File: src/rtl/if_fetch_queue_pkg.sv
// Shared defaults and constants for the instruction-fetch queue slice.
// The fetch PC, its queue and the decode-side drain all take their sizes from here.
package fetch_pkg;

  localparam int unsigned FETCH_ADDR_W   = 32;
  localparam int unsigned FETCH_INST_W   = 32;
  localparam int unsigned FETCH_DEPTH    = 4;
  localparam int unsigned FETCH_PC_STEP  = 4;
  localparam logic [31:0] FETCH_RESET_PC = 32'h0000_0000;

  // Bubble presented to decode when the queue is empty
  localparam logic [31:0] NOP_INST = 32'h0000_0000;

  function automatic int unsigned fetch_cnt_w(input int unsigned depth);
    return $clog2(depth + 1);
  endfunction

endpackage

File: src/rtl/if_fetch_queue_if.sv
// Fetch-stage bus: EXE redirect, decode freeze, instruction memory and queue head.
// master = fetch stage, slave = surrounding pipeline / memory.
interface if_fetch_queue_if #(
  parameter int unsigned ADDR_W = 32,
  parameter int unsigned INST_W = 32,
  parameter int unsigned CNT_W  = 3
);

  logic              br_taken;
  logic [ADDR_W-1:0] br_addr;
  logic              freeze;
  logic [ADDR_W-1:0] imem_addr;
  logic [INST_W-1:0] imem_data;
  logic              out_valid;
  logic [ADDR_W-1:0] out_pc;
  logic [INST_W-1:0] out_inst;
  logic [CNT_W-1:0]  count;

  modport master (
    input  br_taken, br_addr, freeze, imem_data,
    output imem_addr, out_valid, out_pc, out_inst, count
  );

  modport slave (
    output br_taken, br_addr, freeze, imem_data,
    input  imem_addr, out_valid, out_pc, out_inst, count
  );

endinterface

File: src/rtl/if_fetch_queue_fifo.sv
// Circular {pc, inst} buffer with push/pop/clear; pointers and count reset, storage does not.
// Clear wins over push and pop; pop on empty and push on full-without-pop are ignored.
module fetch_fifo #(
  parameter int unsigned DEPTH  = 4,
  parameter int unsigned ADDR_W = 32,
  parameter int unsigned INST_W = 32,
  parameter int unsigned CNT_W  = $clog2(DEPTH + 1)
) (
  input  logic              clk,
  input  logic              rst,
  input  logic              push,
  input  logic              pop,
  input  logic              clear,
  input  logic [ADDR_W-1:0] wr_pc,
  input  logic [INST_W-1:0] wr_inst,
  output logic [ADDR_W-1:0] rd_pc,
  output logic [INST_W-1:0] rd_inst,
  output logic [CNT_W-1:0]  count,
  output logic              empty,
  output logic              full
);

  localparam int unsigned PTR_W = $clog2(DEPTH);

  logic [ADDR_W-1:0] mem_pc   [DEPTH];
  logic [INST_W-1:0] mem_inst [DEPTH];
  logic [PTR_W-1:0]  head;
  logic [PTR_W-1:0]  tail;
  logic              pop_ok;
  logic              push_ok;

  assign empty   = (count == '0);
  assign full    = (count == CNT_W'(DEPTH));
  assign pop_ok  = pop & ~empty;
  assign push_ok = push & (~full | pop_ok);

  assign rd_pc   = mem_pc[head];
  assign rd_inst = mem_inst[head];

  always_ff @(posedge clk or posedge rst) begin
    if (rst) begin
      head  <= '0;
      tail  <= '0;
      count <= '0;
    end else if (clear) begin
      head  <= '0;
      tail  <= '0;
      count <= '0;
    end else begin
      if (push_ok) tail <= tail + PTR_W'(1);
      if (pop_ok)  head <= head + PTR_W'(1);
      case ({push_ok, pop_ok})
        2'b10:   count <= count + CNT_W'(1);
        2'b01:   count <= count - CNT_W'(1);
        default: count <= count;
      endcase
    end
  end

  // Data path carries no reset; stale entries are never visible because count gates them
  always_ff @(posedge clk) begin
    if (push_ok && !clear) begin
      mem_pc[tail]   <= wr_pc;
      mem_inst[tail] <= wr_inst;
    end
  end

endmodule

File: src/rtl/if_fetch_queue.sv
// Instruction-fetch stage with a DEPTH-entry prefetch queue drained by decode under freeze.
// A taken branch flushes the queue and redirects fetch_pc; it overrides freeze.
module if_fetch_queue
  import fetch_pkg::*;
#(
  parameter int unsigned       ADDR_W   = FETCH_ADDR_W,
  parameter int unsigned       INST_W   = FETCH_INST_W,
  parameter int unsigned       DEPTH    = FETCH_DEPTH,
  parameter int unsigned       PC_STEP  = FETCH_PC_STEP,
  parameter logic [ADDR_W-1:0] RESET_PC = ADDR_W'(FETCH_RESET_PC)
) (
  input  logic                clk,
  input  logic                rst,
  if_fetch_queue_if.master    bus
);

  localparam int unsigned CNT_W = $clog2(DEPTH + 1);

  logic [ADDR_W-1:0] fetch_pc;
  logic [ADDR_W-1:0] next_seq_pc;
  logic [ADDR_W-1:0] head_pc;
  logic [INST_W-1:0] head_inst;
  logic [CNT_W-1:0]  fifo_count;
  logic              fifo_empty;
  logic              fifo_full;
  logic              pop;
  logic              push;

  assign next_seq_pc = fetch_pc + ADDR_W'(PC_STEP);

  // Redirect blocks both sides; a full queue still accepts a word when the head leaves
  assign pop  = ~fifo_empty & ~bus.freeze & ~bus.br_taken;
  assign push = ~bus.br_taken & (~fifo_full | pop);

  always_ff @(posedge clk or posedge rst) begin
    if (rst) begin
      fetch_pc <= RESET_PC;
    end else if (bus.br_taken) begin
      fetch_pc <= bus.br_addr;
    end else if (push) begin
      fetch_pc <= next_seq_pc;
    end
  end

  fetch_fifo #(
    .DEPTH  (DEPTH),
    .ADDR_W (ADDR_W),
    .INST_W (INST_W),
    .CNT_W  (CNT_W)
  ) u_fifo (
    .clk     (clk),
    .rst     (rst),
    .push    (push),
    .pop     (pop),
    .clear   (bus.br_taken),
    .wr_pc   (next_seq_pc),
    .wr_inst (bus.imem_data),
    .rd_pc   (head_pc),
    .rd_inst (head_inst),
    .count   (fifo_count),
    .empty   (fifo_empty),
    .full    (fifo_full)
  );

  assign bus.imem_addr = fetch_pc;
  assign bus.count     = fifo_count;
  assign bus.out_valid = ~fifo_empty;
  assign bus.out_pc    = fifo_empty ? '0 : head_pc;
  assign bus.out_inst  = fifo_empty ? INST_W'(NOP_INST) : head_inst;

endmodule

File: src/flat_wrapper.sv
// flat-port wrapper written by rule: the top's interface ports become plain ports
module if_fetch_queue_flat import fetch_pkg::*;
#(
  parameter int unsigned       ADDR_W   = FETCH_ADDR_W,
  parameter int unsigned       INST_W   = FETCH_INST_W,
  parameter int unsigned       DEPTH    = FETCH_DEPTH,
  parameter int unsigned       PC_STEP  = FETCH_PC_STEP,
  parameter logic [ADDR_W-1:0] RESET_PC = ADDR_W'(FETCH_RESET_PC)
)
  (clk, rst, bus_br_taken, bus_br_addr, bus_freeze, bus_imem_data, bus_imem_addr, bus_out_valid, bus_out_pc, bus_out_inst, bus_count);
  if_fetch_queue_if #(.ADDR_W(ADDR_W), .INST_W(INST_W), .CNT_W((3))) bus_i ();
  input  logic clk;
  input  logic rst;
  input wire logic [$bits(bus_i.br_taken)-1:0] bus_br_taken;
  input wire logic [$bits(bus_i.br_addr)-1:0] bus_br_addr;
  input wire logic [$bits(bus_i.freeze)-1:0] bus_freeze;
  input wire logic [$bits(bus_i.imem_data)-1:0] bus_imem_data;
  output wire logic [$bits(bus_i.imem_addr)-1:0] bus_imem_addr;
  output wire logic [$bits(bus_i.out_valid)-1:0] bus_out_valid;
  output wire logic [$bits(bus_i.out_pc)-1:0] bus_out_pc;
  output wire logic [$bits(bus_i.out_inst)-1:0] bus_out_inst;
  output wire logic [$bits(bus_i.count)-1:0] bus_count;
  assign bus_i.br_taken = bus_br_taken;
  assign bus_i.br_addr = bus_br_addr;
  assign bus_i.freeze = bus_freeze;
  assign bus_i.imem_data = bus_imem_data;
  assign bus_imem_addr = bus_i.imem_addr;
  assign bus_out_valid = bus_i.out_valid;
  assign bus_out_pc = bus_i.out_pc;
  assign bus_out_inst = bus_i.out_inst;
  assign bus_count = bus_i.count;
  if_fetch_queue #(.ADDR_W(ADDR_W), .INST_W(INST_W), .DEPTH(DEPTH), .PC_STEP(PC_STEP), .RESET_PC(RESET_PC)) u_core (.clk(clk), .rst(rst), .bus(bus_i));
endmodule
File: config.mk
export PLATFORM = sky130hd
export DESIGN_NAME = if_fetch_queue_flat
export DESIGN_NICKNAME = d
export VERILOG_FILES = /design/src/rtl/if_fetch_queue_pkg.sv /design/src/rtl/if_fetch_queue_if.sv /design/src/rtl/if_fetch_queue_fifo.sv /design/src/rtl/if_fetch_queue.sv /design/src/flat_wrapper.sv
export SDC_FILE = /design/constraint.sdc
export NUM_CORES = 1
export LEC_CHECK = 0
export BUFFER_PORTS_ARGS = -buffer_cell sky130_fd_sc_hd__buf_2
export CORE_MARGIN = 4
export CORE_UTILIZATION = 45
export DETAILED_ROUTE_END_ITERATION = 8
export PLACE_DENSITY = 0.74
export SLEW_MARGIN = 20
export SYNTH_ARGS = -nofsm -noshare
export SYNTH_HDL_FRONTEND = slang
export SYNTH_SLANG_ARGS = --single-unit
File: constraint.sdc
create_clock -name clk -period 4.1 [get_ports clk]
set_clock_uncertainty 0.2 [all_clocks]
set_input_delay 0.41 -clock clk [delete_from_list [all_inputs] [get_ports clk]]
set_output_delay 0.41 -clock clk [all_outputs]
set_load 0.1 [all_outputs]
# After elaboration in Yosys (flattened, before gate mapping)

Memories as Yosys holds them, arrays and structs flattened.
Cells that the tools add are included.

Add/subtract/negate cells: 5
$mul: 0
Divide/modulo/power cells: 0
Order comparisons: 0
Eq/ne operators: 3
Shift operators: 0
Muxes and demuxes: 12
Bitwise operators: 11
Reduce and logical (&&, ||, !) cells: 7

Operator list:

| cell                    | count |
|---|---|
| $mux W32                | 4 |
| $add A32 B3 Y32 const B | 1 |
| $mux W2                 | 4 |
| $pmux W3 S2             | 1 |
| $reduce_bool A2 Y1      | 3 |
| $and A1 B1 Y1           | 5 |
| $add A2 B1 Y2 const B   | 2 |
| $not A1 Y1              | 4 |
| $add A3 B1 Y3 const B   | 1 |
| $eq A3 B3 Y1 const B    | 1 |
| $logic_not A3 Y1        | 1 |
| $mux W3                 | 1 |
| $reduce_bool A3 Y1      | 1 |
| $sub A3 B1 Y3 const B   | 1 |
| $eq A2 B1 Y1 const B    | 1 |
| $eq A2 B2 Y1 const B    | 1 |
| $mux W1                 | 2 |
| $or A1 B1 Y1            | 2 |
| $logic_and A1 B1 Y1     | 1 |
| $logic_not A1 Y1        | 1 |

Register bits after elaboration: 39
Latch bits: 0
Bits in writable memories: 256
ROM bits: 0
Input bits: 68
Output and inout bits: 100
Logic and storage cells: 44
Memories: 2

Memory list:

| name                   | words | bits a word | read ports | clocked after memory_dff | write ports | RTL line                  | RTL |
|---|---|---|---|---|---|---|---|
| u_core.u_fifo.mem_inst | 4     | 32          | 1          | 0                        | 1           | if_fetch_queue_fifo.sv:26 | `logic [INST_W-1:0] mem_inst [DEPTH];` |
| u_core.u_fifo.mem_pc   | 4     | 32          | 1          | 0                        | 1           | if_fetch_queue_fifo.sv:25 | `logic [ADDR_W-1:0] mem_pc [DEPTH];` |

# Logic depth before layout (Yosys ltp)

Depth after elaboration: 10
Depth in mapped cells: 6
Mapped depth without buffers: 5

# By module

Synthesis repeated with hierarchy kept, for this count alone.

Cells, all modules: 765
Area total of the unflattened synthesis: 12679.7 µm²

By module, submodules not included:

| module         | times used | cells an instance | area an instance (µm²) | seq. area each (µm²) |
|---|---|---|---|---|
| fetch_fifo     | 1          | 399               | 9793.1                 | 7862.5 |
| if_fetch_queue | 1          | 366               | 2886.5                 | 800.8 |

# Worst setup path after synthesis

No wires, ideal clock.

Path type: register to register
Start point: register u_core.u_fifo.count[1]
End point: memory u_core.u_fifo.mem_inst[0][0], enable pin
Library setup time: 429 ps
Arrival time: 3160 ps
Required time: 3471 ps
Setup slack: 311 ps
Stages on the path, launching flop included: 4
Buffers on the path: 1
Period minus slack after synthesis: 3789 ps
Cells stage by stage: dfrtp_1 nand4bb_1 clkbuf_1 and3_1

Longest elaborated chain between the ends: 10
Elaborated cells on any way between the ends: 14
Classes of those cells: eq/ne: 1; mux: 2; bitwise: 9; reduce/logical: 2

RTL lines:

| what                                                 | RTL line                                        | RTL |
|---|---|---|
| from (decl)                                          | if_fetch_queue_fifo.sv:18                       | `output logic [CNT_W-1:0] count,` |
| from (signal assigned)                               | if_fetch_queue_fifo.sv:53                       | `2'b10: count <= count + CNT_W'(1);` |
| from (signal assigned)                               | if_fetch_queue_fifo.sv:54                       | `2'b01: count <= count - CNT_W'(1);` |
| from (signal assigned)                               | if_fetch_queue_fifo.sv:55                       | `default: count <= count;` |
| $logic_not A3 Y1                                     | if_fetch_queue_fifo.sv:32                       | `assign empty = (count == '0);` |
| $not A1 Y1                                           | if_fetch_queue_fifo.sv:34, if_fetch_queue.sv:32 |  |
| $and A1 B1 Y1 (2 in series)                          | if_fetch_queue.sv:32                            | `assign pop = ~fifo_empty & ~bus.freeze & ~bus.br_taken;` |
| $or A1 B1 Y1 / $and A1 B1 Y1 (equally long branches) | if_fetch_queue.sv:33, if_fetch_queue_fifo.sv:34 |  |
| $and A1 B1 Y1 / $or A1 B1 Y1 (equally long branches) | if_fetch_queue.sv:33, if_fetch_queue_fifo.sv:35 |  |
| $and A1 B1 Y1 (*)                                    | if_fetch_queue_fifo.sv:35                       | `assign push_ok = push & (~full \| pop_ok);` |
| $logic_and A1 B1 Y1 (*)                              | if_fetch_queue_fifo.sv:62                       | `if (push_ok && !clear) begin` |
| $mux W1 (*)                                          | if_fetch_queue_fifo.sv:62                       |  |
| $mux W1 (implied by the code) (*)                    | if_fetch_queue_fifo.sv:64                       | `mem_inst[tail] <= wr_inst;` |
| to (decl)                                            | if_fetch_queue_fifo.sv:26                       |  |

Every way passes the cells marked *; elsewhere a longest branch is shown, timed or not.

# Final worst setup path

Start point: register u_core.u_fifo.head[0]
End point: output port bus_out_inst[21]

Longest elaborated chain between the ends: 2

RTL lines:

| what                   | RTL line                  | RTL |
|---|---|---|
| from (decl)            | if_fetch_queue_fifo.sv:27 | `logic [PTR_W-1:0] head;` |
| from (signal assigned) | if_fetch_queue_fifo.sv:51 | `if (pop_ok) head <= head + PTR_W'(1);` |
| $mem_v2 Z4 W32         | n/a                       |  |
| $mux W32               | if_fetch_queue.sv:69      | `assign bus.out_inst = fifo_empty ? INST_W'(NOP_INST) : head_inst;` |
| to (decl)              | flat_wrapper.sv:21        | `output wire logic [$bits(bus_i.out_inst)-1:0] bus_out_inst;` |

No other way between the ends.

==> flow_metrics.py <==
metrics = {
    "floorplan": {
        "ios": 168,
        "dieWidth_um": 174,
        "rows": 60,
        "dieArea_um2": 30300,
        "core_area_um2": 27000,
        "fp.dieH_um": 174,
        "start_util": 0.459,
    },
    "critical_path": {
        "path_class": "reg2out",
        "cp_slowest_cell": "dfrtp_4",
        "crit_family": "flip-flops",
        "cp.arrival_ps": 2820,
        "cp_num_buf_inv": 2,
        "crit_path_max_incr_delay_ps": 790,
        "cp.required_ps": 3490,
        "path_cells": "buf_4 > mux4_2 > and2_1 > buf_2",
        "setup.worst_path.end_class": "primary output",
        "critPathLaunchType": "register",
        "worstPathMaxFanout": 26,
    },
    "logic_synthesis": {
        "ys_seq_area_frac": 0.699,
        "ys_warn_count": 0,
        "synth_edf_count": 256,
        "ys.flop_type": "edfxtp_1",
        "synthArstFlopShare": 0.132,
        "ys_ff_latch": 295,
        "syn-num-nets": 817,
        "syn_avg_cell_area_um2": 16.7,
        "synth_area_um2": 12400,
        "syn_inst": 743,
        "synth_cell_types": 43,
    },
    "place": {
        "dp_cells": 1220,
        "gp_congestion": 0.841,
        "io_buffers": 167,
        "dp_hpwl_um": 17600,
        "dp_slack_ps": 1170,
    },
    "clocking": {
        "cts_sinks": 295,
        "clockBufferDepth": 3,
        "post-cts-setup-buffers": 0,
        "cts_root_buffer": "clkbuf_16",
        "cts_max_level": 1,
        "cts_tree": "built",
        "clk_latency_ps": 540,
        "path_clk_slew_ps": 60,
        "numCtsBuffers": 30,
    },
    "power_and_ir_drop": {
        "leakage_uw": 0.00543,
        "p_per_area_nw_per_um2": 754,
        "peakVddDrop_mv": 0.398,
    },
    "final_layout": {
        "drive_above_1_share": 0.319,
        "fin_nets": 1050,
        "syn_to_final_growth_pct": 23.6,
        "diodes": 0,
        "final_common_cell": "edfxtp_1",
        "layout.cells.non_filler": 1341,
        "layout.cells.most_common_list": "edfxtp_1 (256), buf_2 (167), and2_1 (65), dlygate4sd3_1 (65), mux4_2 (64)",
        "fillers": 2066,
    },
    "sta": {
        "setup_violations": 0,
        "post-route-min-period_ps": 3430,
        "max_slew_margin": 0.423,
        "fin_ws_ps": 674,
        "hold_viol_final": 0,
        "finalMaxSlewViolations": 0,
        "grt_setup_unrepaired": "no",
        "fmax_mhz": 292,
        "post-route-period-util": 0.836,
        "fin_setup_tns_ps": 0,
        "worstMarginPinSlew_ps": 865,
    },
    "flow_run": {
        "drv_cap": 0,
    },
    "routing": {
        "drc_errors": 0,
        "via_per_inst": 5.47,
        "ant_nets": 0,
        "first_iter_violations": 772,
        "routed-via-count": 7339,
        "wirelength_um": 27400,
        "drtPass1Iterations": 6,
        "wl_per_cell_um": 20.4,
    },
    "global_route": {
        "antenna_found_initial": 0,
        "grt_max_degree": 55,
        "grt_pass1_wl_um": 43100,
        "grt_pass1_vias": 7403,
        "grt_overflow": 0,
        "grt_util_all_layers": 0.180,
    },
    "run_status": {
        "status": "complete, no violations",
    },
    "min_path": {
        "hold_class": "in2reg",
    },
}
-- synthesized netlist by cell type, drive strengths merged, types with 11 or more instances --
| cell type | number | area (um2) |
|---|---|---|
| nor2 | 32 | 120 |
| dfrtp | 39 | 976 |
| mux4 | 64 | 1440 |
| clkbuf | 33 | 124 |
| nand2 | 35 | 131 |
| nand3 | 15 | 85.1 |
| xor2 | 16 | 140 |
| nor4 | 11 | 68.8 |
| inv | 12 | 45.0 |
| buf | 14 | 70.1 |
| xnor2 | 24 | 210 |
| edfxtp | 256 | 7690 |
| o21ai | 19 | 95.1 |
| nand4 | 11 | 68.8 |
| o31ai | 12 | 90.1 |
| or4 | 18 | 143 |
| and2 | 65 | 407 |
| a31oi | 16 | 100 |
-- logic make-up after synthesis --
group | synth area share
multiplexers | 0.119
XOR/XNOR | 0.0283
AND/OR/NAND/NOR | 0.100
AO/OA/AOI/OAI | 0.0277
adder cells (fa/ha/maj) | 0.00666
flip-flops | 0.699
other | 0.000303
buffers and inverters | 0.0193
-- routing by layer --
layer | GRT usage | up-vias | wire [um]
met2 | 0.288 | 303 | 12800
li1 | - | 3360 | -
met4 | 0.0323 | 0 | 422
met1 | 0.265 | 3642 | 12200
met5 | 0 | - | 0
met3 | 0.0331 | 34 | 1960
-- area by class of cell --
type | instances | area [um2] | area share
clock buffer | 37 | 808 | 0.0527
clock inverter | 19 | 214 | 0.0140
inverter | 12 | 45.0 | 0.00294
multi-input combinational | 389 | 3520 | 0.230
sequential | 295 | 8670 | 0.566
tap | 341 | 427 | 0.0278
timing repair buffer | 248 | 1640 | 0.107
-- where the power goes --
group	total, uW	internal [uW]	switching, uW
sequential	3850	3620	227
combinational	4930	1040	3900
clock	2770	1660	1120
total	11600	6310	5240
-- path summary, 6_finish.rpt --
| kind | startpoint | endpoint | slack (ps) | depth (start not counted) |
|---|---|---|---|---|
| worst min register to register | u_core.bus.imem_addr[0]$_DFFE_PP0P_ | u_core.u_fifo.mem_pc[2][0]$_DFFE_PP_ | 360 | 0 |
| worst max register to register | u_core.bus.imem_addr[2]$_DFFE_PP0N_ | u_core.u_fifo.mem_pc[0][30]$_DFFE_PP_ | 1140 | 5 |
| max in group asynchronous | rst | u_core.u_fifo.head[0]$_DFFE_PP0P_ | 2870 | 4 |
| worst min-delay path | bus_freeze | u_core.u_fifo.count[0]$_DFFE_PP0P_ | 50 | 4 |
| min in group asynchronous | rst | u_core.bus.imem_addr[30]$_DFFE_PP0N_ | 390 | 4 |
| worst max-delay path | u_core.u_fifo.head[0]$_DFFE_PP0P_ | bus_out_inst[21] | 670 | 4 |
-- worst register-to-register path: stages (launching register included) --
cell and delay, ps:
dfrtp_1 420, ha_1 250, nand3_2 200, or4_1 690, or4_4 590, xnor2_1 380
-- per-stage QoR --
step | total power [uW] | utilization | hold slack (ps) | cell area (um2)
3_3_place_gp | 8800 | 0.505 | 327 | 13700
3_5_place_dp | 8850 | 0.505 | 340 | 13700
2_1_floorplan | 7970 | - | 294 | 12400
5_1_grt | 12000 | 0.567 | 35.2 | 15300
6_report | 11600 | 0.567 | 48.5 | 15300
4_1_cts | 11700 | 0.567 | 26.1 | 15300
-- flip-flops by register name, indices dropped and copies added (netlist names) --
| register | count |
|---|---|
| u_core.u_fifo.mem_pc | 128 |
| u_core.u_fifo.tail | 2 |
| u_core.u_fifo.count | 3 |
| u_core.bus.imem_addr | 32 |
| u_core.u_fifo.mem_inst | 128 |
| u_core.u_fifo.head | 2 |
-- timing repair --
| action | 4_1_cts | 5_1_grt |
|---|---|---|
| hold buffers | 65 | 0 |
| resized for setup | 0 | 0 |
| hold endpoints to repair | 199 | 0 |
Note: power is estimated with default switching activity, not from simulation.
